<file path="config.mk">
export PLATFORM = sky130hd
export DESIGN_NAME = ysyx_22040125_mem_lsu
export DESIGN_NICKNAME = d
export VERILOG_FILES = /design/src/rtl/ysyx_22040125_mem_lsu.sv
export SDC_FILE = /design/constraint.sdc
export NUM_CORES = 1
export LEC_CHECK = 0
export BUFFER_PORTS_ARGS = -buffer_cell sky130_fd_sc_hd__buf_2
export CAP_MARGIN = 40
export CORE_AREA = 2 2 183 185
export DETAILED_ROUTE_END_ITERATION = 16
export DIE_AREA = 0 0 185 187
export MAX_ROUTING_LAYER = met4
export SLEW_MARGIN = 10
export SYNTH_ARGS = -nofsm -noshare
export SYNTH_HDL_FRONTEND = slang
export SYNTH_SLANG_ARGS = --single-unit
export TNS_END_PERCENT = 1
</file>
<file path="constraint.sdc">
create_clock -name clk -period 2.6 [get_ports clk]
set_input_delay 0.52 -clock clk [delete_from_list [all_inputs] [get_ports clk]]
set_output_delay 0.52 -clock clk [all_outputs]
set_load 0.02 [all_outputs]
</file>
<file path="src/rtl/ysyx_22040125_mem_lsu.sv">
// Memory-access stage: issues data-memory requests, aligns and extends load
// data, stalls while an access is in flight, passes ALU results straight through.
module ysyx_22040125_mem_lsu #(
  parameter int unsigned XLEN = 64
) (
  input  logic            clk,
  input  logic            rst,
  input  logic            in_valid,
  input  logic            in_load,
  input  logic            in_store,
  input  logic [2:0]      in_funct3,
  input  logic [XLEN-1:0] in_addr,
  input  logic [XLEN-1:0] in_wdata,
  input  logic [XLEN-1:0] in_alu_res,
  output logic            out_valid,
  output logic [XLEN-1:0] out_result,
  output logic            out_fault,
  output logic            stall,
  output logic            dmem_req_valid,
  input  logic            dmem_req_ready,
  output logic            dmem_req_we,
  output logic [XLEN-1:0] dmem_req_addr,
  output logic [XLEN-1:0] dmem_req_wdata,
  output logic [7:0]      dmem_req_wmask,
  input  logic            dmem_resp_valid,
  input  logic [XLEN-1:0] dmem_resp_rdata
);

  localparam int unsigned OFFW = 3;

  typedef enum logic [1:0] {S_IDLE, S_REQ, S_WAIT, S_DONE} state_e;

  state_e            state_q, state_d;
  logic              we_q, we_d;
  logic [XLEN-1:0]   addr_q, addr_d;
  logic [XLEN-1:0]   wdata_q, wdata_d;
  logic [7:0]        wmask_q, wmask_d;
  logic [2:0]        funct3_q, funct3_d;
  logic [OFFW-1:0]   off_q, off_d;
  logic [XLEN-1:0]   result_q, result_d;

  logic              is_mem;
  logic              misaligned;
  logic              fault;
  logic [7:0]        size_mask;

  // Shift the addressed bytes down to bit 0, then sign/zero-extend by size.
  function automatic logic [XLEN-1:0] load_ext(input logic [XLEN-1:0] rdata,
                                               input logic [2:0] f3,
                                               input logic [OFFW-1:0] off);
    logic [XLEN-1:0] sh;
    sh = rdata >> {off, 3'b000};
    case (f3)
      3'b000:  load_ext = {{(XLEN-8){sh[7]}}, sh[7:0]};
      3'b001:  load_ext = {{(XLEN-16){sh[15]}}, sh[15:0]};
      3'b010:  load_ext = {{(XLEN-32){sh[31]}}, sh[31:0]};
      3'b011:  load_ext = sh;
      3'b100:  load_ext = {{(XLEN-8){1'b0}}, sh[7:0]};
      3'b101:  load_ext = {{(XLEN-16){1'b0}}, sh[15:0]};
      3'b110:  load_ext = {{(XLEN-32){1'b0}}, sh[31:0]};
      default: load_ext = '0;
    endcase
  endfunction

  // Access decode: size mask and alignment check of the incoming instruction.
  always_comb begin
    is_mem     = in_valid & (in_load | in_store);
    size_mask  = 8'h01;
    misaligned = 1'b0;
    case (in_funct3[1:0])
      2'b00: size_mask = 8'h01;
      2'b01: begin size_mask = 8'h03; misaligned = in_addr[0];      end
      2'b10: begin size_mask = 8'h0F; misaligned = |in_addr[1:0];   end
      2'b11: begin size_mask = 8'hFF; misaligned = |in_addr[2:0];   end
      default: ;
    endcase
    fault = misaligned | (in_funct3 == 3'b111);
  end

  always_ff @(posedge clk or negedge rst) begin
    if (!rst) begin
      state_q  <= S_IDLE;
      we_q     <= 1'b0;
      addr_q   <= '0;
      wdata_q  <= '0;
      wmask_q  <= '0;
      funct3_q <= '0;
      off_q    <= '0;
      result_q <= '0;
    end else begin
      state_q  <= state_d;
      we_q     <= we_d;
      addr_q   <= addr_d;
      wdata_q  <= wdata_d;
      wmask_q  <= wmask_d;
      funct3_q <= funct3_d;
      off_q    <= off_d;
      result_q <= result_d;
    end
  end

  always_comb begin
    state_d        = state_q;
    we_d           = we_q;
    addr_d         = addr_q;
    wdata_d        = wdata_q;
    wmask_d        = wmask_q;
    funct3_d       = funct3_q;
    off_d          = off_q;
    result_d       = result_q;
    out_valid      = 1'b0;
    out_result     = '0;
    out_fault      = 1'b0;
    stall          = 1'b0;
    dmem_req_valid = 1'b0;

    case (state_q)
      S_IDLE: begin
        if (!is_mem) begin
          out_valid  = in_valid;
          out_result = in_alu_res;
        end else if (fault) begin
          out_valid = 1'b1;
          out_fault = 1'b1;
        end else begin
          stall    = 1'b1;
          we_d     = in_store;
          addr_d   = {in_addr[XLEN-1:OFFW], {OFFW{1'b0}}};
          wdata_d  = in_wdata << {in_addr[OFFW-1:0], 3'b000};
          wmask_d  = size_mask << in_addr[OFFW-1:0];
          funct3_d = in_funct3;
          off_d    = in_addr[OFFW-1:0];
          state_d  = S_REQ;
        end
      end
      S_REQ: begin
        dmem_req_valid = 1'b1;
        stall          = 1'b1;
        if (dmem_req_ready) begin
          if (dmem_resp_valid) begin
            result_d = we_q ? '0 : load_ext(dmem_resp_rdata, funct3_q, off_q);
            state_d  = S_DONE;
          end else begin
            state_d  = S_WAIT;
          end
        end
      end
      S_WAIT: begin
        stall = 1'b1;
        if (dmem_resp_valid) begin
          result_d = we_q ? '0 : load_ext(dmem_resp_rdata, funct3_q, off_q);
          state_d  = S_DONE;
        end
      end
      S_DONE: begin
        out_valid  = 1'b1;
        out_result = result_q;
        state_d    = S_IDLE;
      end
      default: state_d = S_IDLE;
    endcase

    // Reset must silence the combinational outputs immediately, not at the next edge.
    if (!rst) begin
      out_valid      = 1'b0;
      out_result     = '0;
      out_fault      = 1'b0;
      stall          = 1'b0;
      dmem_req_valid = 1'b0;
    end
  end

  assign dmem_req_we    = we_q;
  assign dmem_req_addr  = addr_q;
  assign dmem_req_wdata = wdata_q;
  assign dmem_req_wmask = wmask_q;

endmodule

</file>
==> summary.md <==
| Metric | Value |
|---|---|
| Worst path bufs/invs | `5` |
| CP Class | `register to output port` |
| Final cycle utilization of the critical path | `99.7%` |
| Synth warn | `0` |
| DRC violations left | `0` |
| DP Wirelength | `33600 µm` |
| Worst path slowest cell | `dfrtp_2` |
| Die area | `34600 µm²` |
| Post-synth EDFFs | `0` |
| Reg power frac | `28.2%` |
| Switch Pwr | `0.00879 W` |
| Syn avg cell area | `10.0 µm²` |
| Routed WL | `46300 µm` |
| CTS sink cnt | `206` |
| IO buf count | `467` |
| Placed cell count | `2088` |
| Data arrival, critical path | `2070 ps` |
| Setup crit end kind | `output port` |
| Synth top area share | `41.2%` |
| Highest Clock Rate | `386 MHz` |
| Static leakage | `7.68 nW` |
| Initial Util | `38.1%` |
| Area delta synth->final | `33.3%` |
| Synth cell types | `53` |
| Overall Global Routing Usage | `26.3%` |
| Root cell of the clock tree | `clkbuf_16` |
| Number of antenna violations at the first check in global routing | `6` |
| Placement-stage cell area | `15400 µm²` |
| Die height | `187 µm` |
| Clock tree buffer depth | `3` |
| CP Max Fanout | `16` |
| Total CTS buffers | `25` |
| Vias | `11800` |
| Final Hold Viols | `0` |
| Core Box Area | `32900 µm²` |
| Crit-path max cell delay | `410 ps` |
| Row count | `67` |
| Total gr overflow | `0` |
| Type of origin of the critical path | `register` |
| Cell area after synthesis | `12500 µm²` |
| Status | `finished, final reports clean` |
| Layout cell share with drive strength beyond 1 | `44.2%` |
| Seq cells post-synth | `206` |
| Worst slew pin tran | `1010 ps` |
| Setup TNS | `0 ps` |
| Final ANT Viol Nets | `0` |
| First-pass GRT wire length | `68600 µm` |
| Post-DR wirelength/cell | `21.6 µm` |
| Iter 0 DRT Violations | `798` |
| Post-synth top area cell | `dfrtp_1` |
| Die width | `185 µm` |
| Reg clk slew, reported paths | `60 ps` |
| Dominant cell by count in the synthesized netlist | `dfrtp_1` |
| Vias in the first global route | `11800` |
| Power Density | `1200 nW/µm²` |
| Vias per Instance | `5.48` |
| Skew final | `14.3 ps` |
| Clk_lat worst skew | `520 ps` |
| CP Cell Sequence | `inv_2 > ha_4 > inv_4 > nor2_4 > buf_8 > clkbuf_16 > a22oi_1 > nor2_1 > buf_4` |
| Largest net degree at the start of global routing | `173` |
| Top post-synthesis cells by area | `dfrtp_1 41%, mux2_2 9.7%, a22oi_1 5.3%` |
| Sequential area share after synthesis | `41.2%` |
| Final-report max-slew violation count | `0` |
| Crit-path leading delay family | `buffers and inverters` |
| Most used flip-flop cell after synthesis | `dfrtp_1` |
| CTS tree | `yes` |
| Layout Nets | `1947` |
| RSZ-0062 raised after global routing | `yes` |
| Hold WC Path Type | `input pin to async pin` |
| Fin area | `16700 µm²` |
| Clk network pwr share | `19.0%` |
| Final Critical Period | `2590 ps` |
| Cells after Synth | `1246` |
| Combinational share of power | `52.8%` |
| Sw Ratio | `44.0%` |
| DRT Pass-1 Iters | `5` |
| Final GP Congestion | `0.895` |
| Worst EP required | `2080 ps` |
| H-tree depth | `1` |
| Max Cap Viol | `0` |
| Post-synth ARST share | `100%` |
| Final cell count without fillers | `2148` |
| Commonest cells in the synthesized netlist | `206 x dfrtp_1, 147 x nand2_1, 127 x nor2_1, 108 x mux2_2, 88 x a22oi_1` |
| Peak VDD IR | `0.606 mV` |
| Internal | `0.0112 W` |
| # setup viols final | `0` |
| Max-Slew Margin vs Limit | `32.5%` |
| Final worst setup slack | `8.03 ps` |
| DP Worst Slack | `203 ps` |
| I/O pin count | `471` |
-- placed cells by master, fill, tap and decap left out, types with 62 or more instances in the layout --
| cell | instances |
|---|---|
| a21oi_1 | 71 |
| a22oi_1 | 84 |
| buf_2 | 402 |
| buf_4 | 93 |
| dfrtp_1 | 203 |
| mux2_2 | 108 |
| mux2i_1 | 62 |
| nand2_1 | 147 |
| nor2_1 | 126 |
| o21ai_0 | 76 |
-- metal layers --
layer  part of all wire (%)  vias to the layer above  GRT usage [%]
met3                    8.1                       75           6.25
met2                     50                      504           45.1
met5                      0                        -              -
met4                    3.9                        0           8.88
met1                     38                     5740           29.9
li1                       -                     5456              -
-- worst paths after layout --
path	from	to	slack (ps)	cells after the start
min in group clk	in_addr[23]	dmem_req_addr[23]$_DFFE_PN0P_	230	2
min reg2reg	dmem_req_wdata[13]$_DFFE_PN0P_	dmem_req_wdata[13]$_DFFE_PN0P_	470	2
max reg2reg	off_q[1]$_DFFE_PN0P_	result_q[62]$_DFFE_PN0P_	210	7
min	rst	state_q[1]$_DFFE_PN0P_	30	2
max in group asynchronous	rst	dmem_req_addr[35]$_DFFE_PN0P_	1660	2
max	state_q[0]$_DFFE_PN0P_	out_result[23]	8	9
-- power by group through the flow --
stage / clock network (W) / logic (W) / registers [W]
floorplan: 0 / 0.00591 / 0.00647
global placement: 0 / 0.00999 / 0.00563
detailed placement: 0 / 0.0101 / 0.00566
CTS: 0.00389 / 0.0104 / 0.00563
global route: 0.00402 / 0.0113 / 0.00580
finish: 0.00380 / 0.0105 / 0.00563
-- sequential cells by signal, summed over array words and instances (netlist names) --
signal and cells:
dmem_req_wmask 8, dmem_req_wdata 64, off_q 3, state_q 2
funct3_q 3, dmem_req_addr 61, result_q 64, dmem_req_we 1
-- logic make-up after synthesis --
logic type	Yosys count	synth area share [%]
simple gates	326	10.9
buf+inv	126	4.82
fa+ha+maj	5	0.500
other cells	1	0.0300
flops	206	41.2
compound gates	385	23.2
mux	197	19.3
-- stage by stage --
stage                     hold slack, ps  util [%]  power [W]
after floorplan                      224         -     0.0124
after CTS                           21.7      50.1     0.0199
after global routing                48.5      50.7     0.0211
after global placement               330      46.9     0.0156
final                               34.9      50.7     0.0200
after detailed placement             331      46.9     0.0158
-- timing repair --
item	4_1_cts	5_1_grt
hold buffers	1	0
pin swaps	1	5
setup buffers	4	0
resized for setup	26	55
gates cloned	2	2
endpoints found under the setup margin	64	61
hold endpoints to repair	9	0
-- worst reg2reg max path: cells and delay by family (launching register included) --
| family | cells | cell delay (ps) |
|---|---|---|
| compound gates | 1 | 80 |
| mux | 2 | 930 |
| simple gates | 2 | 340 |
| flops | 1 | 560 |
| buf+inv | 2 | 380 |
-- area by class of cell --
cell class,instances,area (µm²)
diodes,7,17.5
clock buffers,36,717
clock inverters,8,168
fillers,3132,16200
inverters,8,32.5
multi-input cells,916,6830
flip-flops and latches,206,5160
well taps,448,561
repair buffers,519,3190
Power figures use the tool's default switching activity.
